**src/rtl/song_pkg.sv**
```systemverilog
// Shared types and constants for the song record/playback path.
package song_pkg;

  localparam int unsigned DEF_ADDR_W = 6;
  localparam int unsigned DEF_DATA_W = 32;
  localparam int unsigned DEF_NOTE_W = 10;

  // Bit that marks a RAM word as a real note slot (vs. the end marker).
  localparam int unsigned VALID_BIT = DEF_DATA_W - 1;

  localparam logic [DEF_DATA_W-1:0] END_MARKER = '0;

  typedef enum logic [2:0] {
    StIdle,
    StArmed,
    StRecord,
    StFinish,
    StDone
  } rec_state_e;

  // Pack a note vector into a RAM word: {valid, zero pad, notes}.
  function automatic logic [DEF_DATA_W-1:0] pack_word(input logic                  valid,
                                                      input logic [DEF_NOTE_W-1:0] notes);
    logic [DEF_DATA_W-1:0] word;
    word                   = '0;
    word[VALID_BIT]        = valid;
    word[DEF_NOTE_W-1:0]   = notes;
    return word;
  endfunction

endpackage

```
**src/rtl/note_accumulator.sv**
```systemverilog
// OR-accumulating note register: catches keys pressed briefly between beats.
module note_accumulator #(
  parameter int unsigned W = 10
) (
  input  logic         clk,
  input  logic         reset,
  input  logic         load,   // acc <= din (highest priority)
  input  logic         clear,  // acc <= 0
  input  logic         accum,  // acc <= acc | din
  input  logic [W-1:0] din,
  output logic [W-1:0] acc
);

  logic [W-1:0] acc_q, acc_d;

  // Next-state selection; load beats clear beats accumulate.
  always_comb begin
    acc_d = acc_q;
    if (load) begin
      acc_d = din;
    end else if (clear) begin
      acc_d = '0;
    end else if (accum) begin
      acc_d = acc_q | din;
    end
  end

  // Accumulator register with synchronous reset.
  always_ff @(posedge clk) begin
    if (reset) begin
      acc_q <= '0;
    end else begin
      acc_q <= acc_d;
    end
  end

  assign acc = acc_q;

endmodule

```
**src/rtl/note_recorder.sv**
```systemverilog
// Record-mode stage: writes one note word per beat into the song RAM and
// terminates the song with an end marker when recording stops.
module note_recorder
  import song_pkg::*;
#(
  parameter int unsigned ADDR_W = DEF_ADDR_W,
  parameter int unsigned DATA_W = DEF_DATA_W,
  parameter int unsigned NOTE_W = DEF_NOTE_W
) (
  input  logic              clk,
  input  logic              reset,
  input  logic              start,
  input  logic              stop,
  input  logic              beat,
  input  logic [NOTE_W-1:0] notes_in,
  output logic [ADDR_W-1:0] ram_addr,
  output logic [DATA_W-1:0] ram_data,
  output logic              ram_wren,
  output logic [ADDR_W:0]   rec_length,
  output logic              recording,
  output logic              full,
  output logic              done
);

  localparam logic [ADDR_W-1:0] PTR_MAX  = '1;
  localparam logic [ADDR_W:0]   LEN_FULL = {1'b1, {ADDR_W{1'b0}}};

  rec_state_e        state_q, state_d;
  logic [ADDR_W-1:0] ptr_q, ptr_d;
  logic [ADDR_W:0]   len_q, len_d, len_inc;
  logic              full_q, full_d;
  logic [ADDR_W-1:0] addr_q, addr_d;
  logic [DATA_W-1:0] data_q, data_d;
  logic              wren_q, wren_d;
  logic              recording_q, done_q;

  logic              acc_load, acc_clear, acc_accum;
  logic [NOTE_W-1:0] acc, merged;

  note_accumulator #(
    .W (NOTE_W)
  ) u_acc (
    .clk   (clk),
    .reset (reset),
    .load  (acc_load),
    .clear (acc_clear),
    .accum (acc_accum),
    .din   (notes_in),
    .acc   (acc)
  );

  // Word written on a beat includes notes live in the beat cycle itself.
  assign merged  = acc | notes_in;
  assign len_inc = len_q + 1'b1;

  // Next-state, pointer and RAM-write decode.
  always_comb begin
    state_d   = state_q;
    ptr_d     = ptr_q;
    len_d     = len_q;
    full_d    = full_q;
    addr_d    = addr_q;
    data_d    = data_q;
    wren_d    = 1'b0;
    acc_load  = 1'b0;
    acc_clear = 1'b0;
    acc_accum = 1'b0;

    unique case (state_q)
      StIdle, StDone: begin
        if (start) begin
          state_d   = StArmed;
          ptr_d     = '0;
          len_d     = '0;
          full_d    = 1'b0;
          acc_clear = 1'b1;
        end
      end

      StArmed: begin
        if (stop) begin
          state_d = StFinish;
        end else if (beat) begin
          // Alignment beat: no write, start the first interval from notes_in.
          state_d  = StRecord;
          acc_load = 1'b1;
        end
      end

      StRecord: begin
        if (beat) begin
          wren_d    = 1'b1;
          addr_d    = ptr_q;
          data_d    = pack_word(1'b1, merged);
          acc_clear = 1'b1;
          len_d     = len_inc;
          if (ptr_q != PTR_MAX) begin
            ptr_d = ptr_q + 1'b1;
          end
          // A filling write wins over a simultaneous stop: no marker fits.
          if (len_inc == LEN_FULL) begin
            full_d  = 1'b1;
            state_d = StDone;
          end else if (stop) begin
            state_d = StFinish;
          end
        end else begin
          acc_accum = 1'b1;
          if (stop) begin
            state_d = StFinish;
          end
        end
      end

      StFinish: begin
        wren_d  = 1'b1;
        addr_d  = ptr_q;
        data_d  = END_MARKER;
        state_d = StDone;
      end

      default: begin
        state_d = StIdle;
      end
    endcase
  end

  // State and registered outputs; status flags follow the next state.
  always_ff @(posedge clk) begin
    if (reset) begin
      state_q     <= StIdle;
      ptr_q       <= '0;
      len_q       <= '0;
      full_q      <= 1'b0;
      addr_q      <= '0;
      data_q      <= '0;
      wren_q      <= 1'b0;
      recording_q <= 1'b0;
      done_q      <= 1'b0;
    end else begin
      state_q     <= state_d;
      ptr_q       <= ptr_d;
      len_q       <= len_d;
      full_q      <= full_d;
      addr_q      <= addr_d;
      data_q      <= data_d;
      wren_q      <= wren_d;
      recording_q <= (state_d == StArmed) || (state_d == StRecord);
      done_q      <= (state_d == StDone);
    end
  end

  assign ram_addr   = addr_q;
  assign ram_data   = data_q;
  assign ram_wren   = wren_q;
  assign rec_length = len_q;
  assign recording  = recording_q;
  assign full       = full_q;
  assign done       = done_q;

endmodule

```
**config.mk**
```make
export PLATFORM = sky130hd
export DESIGN_NAME = note_recorder
export DESIGN_NICKNAME = d
export VERILOG_FILES = /design/src/rtl/song_pkg.sv /design/src/rtl/note_accumulator.sv /design/src/rtl/note_recorder.sv
export SDC_FILE = /design/constraint.sdc
export NUM_CORES = 1
export LEC_CHECK = 0
export CAP_MARGIN = 30
export CORE_MARGIN = 4
export CORE_UTILIZATION = 44
export CTS_BUF_LIST = sky130_fd_sc_hd__clkbuf_4
export DETAILED_ROUTE_END_ITERATION = 7
export HOLD_SLACK_MARGIN = 0.12
export PLACE_DENSITY_LB_ADDON = 0.25
export SLEW_MARGIN = 20
export SYNTH_ARGS = -nofsm -noshare
export SYNTH_HDL_FRONTEND = slang
export SYNTH_SLANG_ARGS = --single-unit
export TNS_END_PERCENT = 50
```
**constraint.sdc**
```tcl
create_clock -name clk -period 1.97 [get_ports clk]
set_clock_uncertainty 0.2 [all_clocks]
set_input_delay 0.2955 -clock clk [delete_from_list [all_inputs] [get_ports clk]]
set_output_delay 0.2955 -clock clk [all_outputs]
set_load 0.005 [all_outputs]
```
==> reports/results.tsv <==
stage	metric	value	unit
status	status	completed	
synth	ys_warn_count	0	
hold_path	hp-start	ram_data[7]$_SDFFE_PP0P_	
clock_network	cts-buffers-inserted	5	
global_routing	grt_pass1_vias	1847	
place	io_buffer_count	42	
final_layout	syn2layout_area_growth	32.47	%
setup_path	worst_ep_required_time	2040	ps
global_routing	track_usage	16.56	%
power	vdd_drop_max	383.6	uV
place	routabilityCongestion	0.8617	
timing	rsz0062_at_grt	true	
power	seqPwrFrac	53.6	%
timing	hold_viol	0	
final_layout	utilization	60.24	%
clock_network	cts_hold_buf	0	
final_layout	layout_common_cells	clkdlybuf4s50_1, dfxtp_1, nor2_1, a21oi_1, nand2_1	
floorplanning	ioPinCount	64	
flow_run	drv_cap	0	
final_layout	nets	341	
setup_path	cp_slowest_cell	or4_4	
setup_path	crit_family	compound AO/OA/AOI/OAI gates	
setup_path	critPathKind	reg2reg	
routing	drt_iter0_drc	55	
routing	route.detailed.drc	0	
synth	synth-main-ff-cell	dfxtp_1	
timing	finalSetupViolCount	0	
routing	drt.antenna.violating_nets	0	
floorplanning	die_w	78.10	um
power	power-per-cell-area	649.7	nW/um2
routing	dr.pass1.iters	4	
place	place_area	2760	um2
setup_path	cp_max_fo	4	
setup_path	worstSetupStartpointType	flip-flop	
synth	synth.area.top_cells	dfxtp_1, buf_4, a21oi_1, nor2_1, nand2_1	
timing	period_share	97.51	%
clock_network	h-tree-depth	2	
global_routing	grt_pass1_wl	8.217	mm
global_routing	antenna_found_initial	0	
synth	synth_area	2162	um2
place	place_hpwl	3.610	mm
global_routing	grt_overflow_total	0	
setup_path	path_buf_inv	0	
routing	vias	1927	
setup_path	r2r-start	rec_length[3]$_SDFFE_PP0P_	
setup_path	crit_path_cell_trace	nand2_2 > or4_4 > a221oi_4 > a21oi_2 > a32o_1	
power	p_switching	0.4767	mW
final_layout	diodes	0	
timing	drv_slew	0	
power	p_int	1.384	mW
synth	synth_area_per_cell	8.348	um2
power	power.total	1.861	mW
routing	wl_per_cell	12.31	um
synth	synth-seq-cells	47	
clock_network	clk_path_buf_depth	2	
global_routing	grt_max_degree	20	
floorplanning	initial_core_util	45.47	%
clock_network	clk_pin_slew	140	ps
synth	yosysSeqAreaShare	43.52	%
floorplanning	dieHeight	78.10	um
power	power.leakage	1.116	nW
synth	synth-async-reset-ratio	0	%
floorplanning	rows	25	
clock_network	cts.sinks	47	
final_layout	fillers	456	
clock_network	cts-root-buf	clkbuf_4	
power	switching_share	25.62	%
synth	synth_top_area_share	43.52	%
final_layout	layout-drive-gt1-share	16.31	%
setup_path	startpoint	rec_length[3]$_SDFFE_PP0P_	
routing	wl	4.824	mm
final_layout	layout_commonest_cell	clkdlybuf4s50_1	
final_layout	design_area	2864	um2
clock_network	cts_tree	done	
synth	synth_top_area_cell	dfxtp_1	
setup_path	cp-end-kind	flip-flop	
synth	synth_cells	259	
power	pwr-share-comb	15.4	%
synth	synth_edf_count	0	
clock_network	clk_latency	360	ps
setup_path	max_stage_delay	490	ps
routing	vias_per_cell	4.916	
synth	synth_cell_types	48	
hold_path	hp-class	reg2reg	
floorplanning	dieArea	6100	um2
timing	fin_crit	1921	ps
setup_path	arrival	1990	ps
timing	max_freq	0.5206	GHz
floorplanning	core	4755	um2
power	clockPowerShare	31.0	%
==> path summary, 6_finish.rpt <==
check                              to  depth (start not counted)  slack [ps]
max             state_q[0]$_SDFF_PP0_                          5          50
min          ram_data[7]$_SDFFE_PP0P_                          2         260
max reg2reg     state_q[0]$_SDFF_PP0_                          5          50
min reg2reg  ram_data[7]$_SDFFE_PP0P_                          2         260
==> metal layers <==
layer / track usage, % / share of wire [%]
met5: 0 / 0
met4: 6.119 / 1.4
met3: 3.555 / 5.4
met2: 28.34 / 47
met1: 20.38 / 46
==> logic make-up after synthesis <==
family / after synthesis / share of synthesized area, %
muxes: 7 / 3.299
buffers and inverters: 34 / 9.780
AOI/OAI and AO/OA: 71 / 20.31
and+or+nand+nor: 94 / 20.55
adders and majority gates: 2 / 1.157
other: 1 / 0.1734
DFF: 47 / 43.52
xor gates and xnor gates: 3 / 1.215
==> what timing repair did <==
item | CTS | global route
setup endpoints to repair | 1 | 8
pin swaps | 4 | 0
resized for setup | 4 | 5
buffers inserted | 0 | 0
==> worst reg2reg max path, cell delays in order, from the launching register on <==
cell      delay (ps)
dfxtp_2          370
nand2_2           60
or4_4            490
a221oi_4         380
a21oi_2          110
a32o_1           230
==> synth_stat cells (4+ instances only) <==
cell type / number
clkbuf_1: 6
mux2i_1: 6
dfxtp_1: 47
a22oi_1: 6
buf_4: 21
a211oi_1: 4
a21oi_1: 29
nor2_1: 33
buf_2: 4
nand2_1: 29
nor3_1: 4
nor3b_1: 4
o21ai_1: 4
o21ai_0: 15
==> power groups by stage <==
stage,sequential [mW],clock (mW),combinational [mW]
after floorplan,1.01,0,0.182
after global placement,1.02,0,0.278
after detailed placement,1.02,0,0.282
after CTS,0.997,0.602,0.283
after global routing,1.00,0.653,0.321
final,0.997,0.576,0.287
==> metrics by stage <==
stage	TNS [ps]	setup slack, ps	hold slack (ps)	cells
floorplan	0	3.761	236.0	279
global placement	-386.9	-59.20	237.7	384
detailed placement	-1012	-129.2	242.3	384
CTS	0	34.44	260.7	392
global route	-17.41	-13.06	282.8	392
finish	0	49.05	257.2	392
==> area by class of cell <==
class                   instances  area, um2  area share, %
multi-input cells             198       1104          38.53
flip-flops and latches         47      949.7          33.16
repair buffers                 69      635.6          22.19
well taps                      67      83.83          2.927
clock inverters                 3      42.54          1.485
clock buffers                   5      37.54          1.311
inverters                       3      11.26         0.3932
==> registers in the layout, summed over array words and instances, names as in the netlist <==
register,flops
full,1
done,1
ram_addr,6
ram_data,11
ptr_q,6
recording,1
u_acc.acc,10
state_q,3
ram_wren,1
rec_length,7
Power figures use the tool's default switching activity.
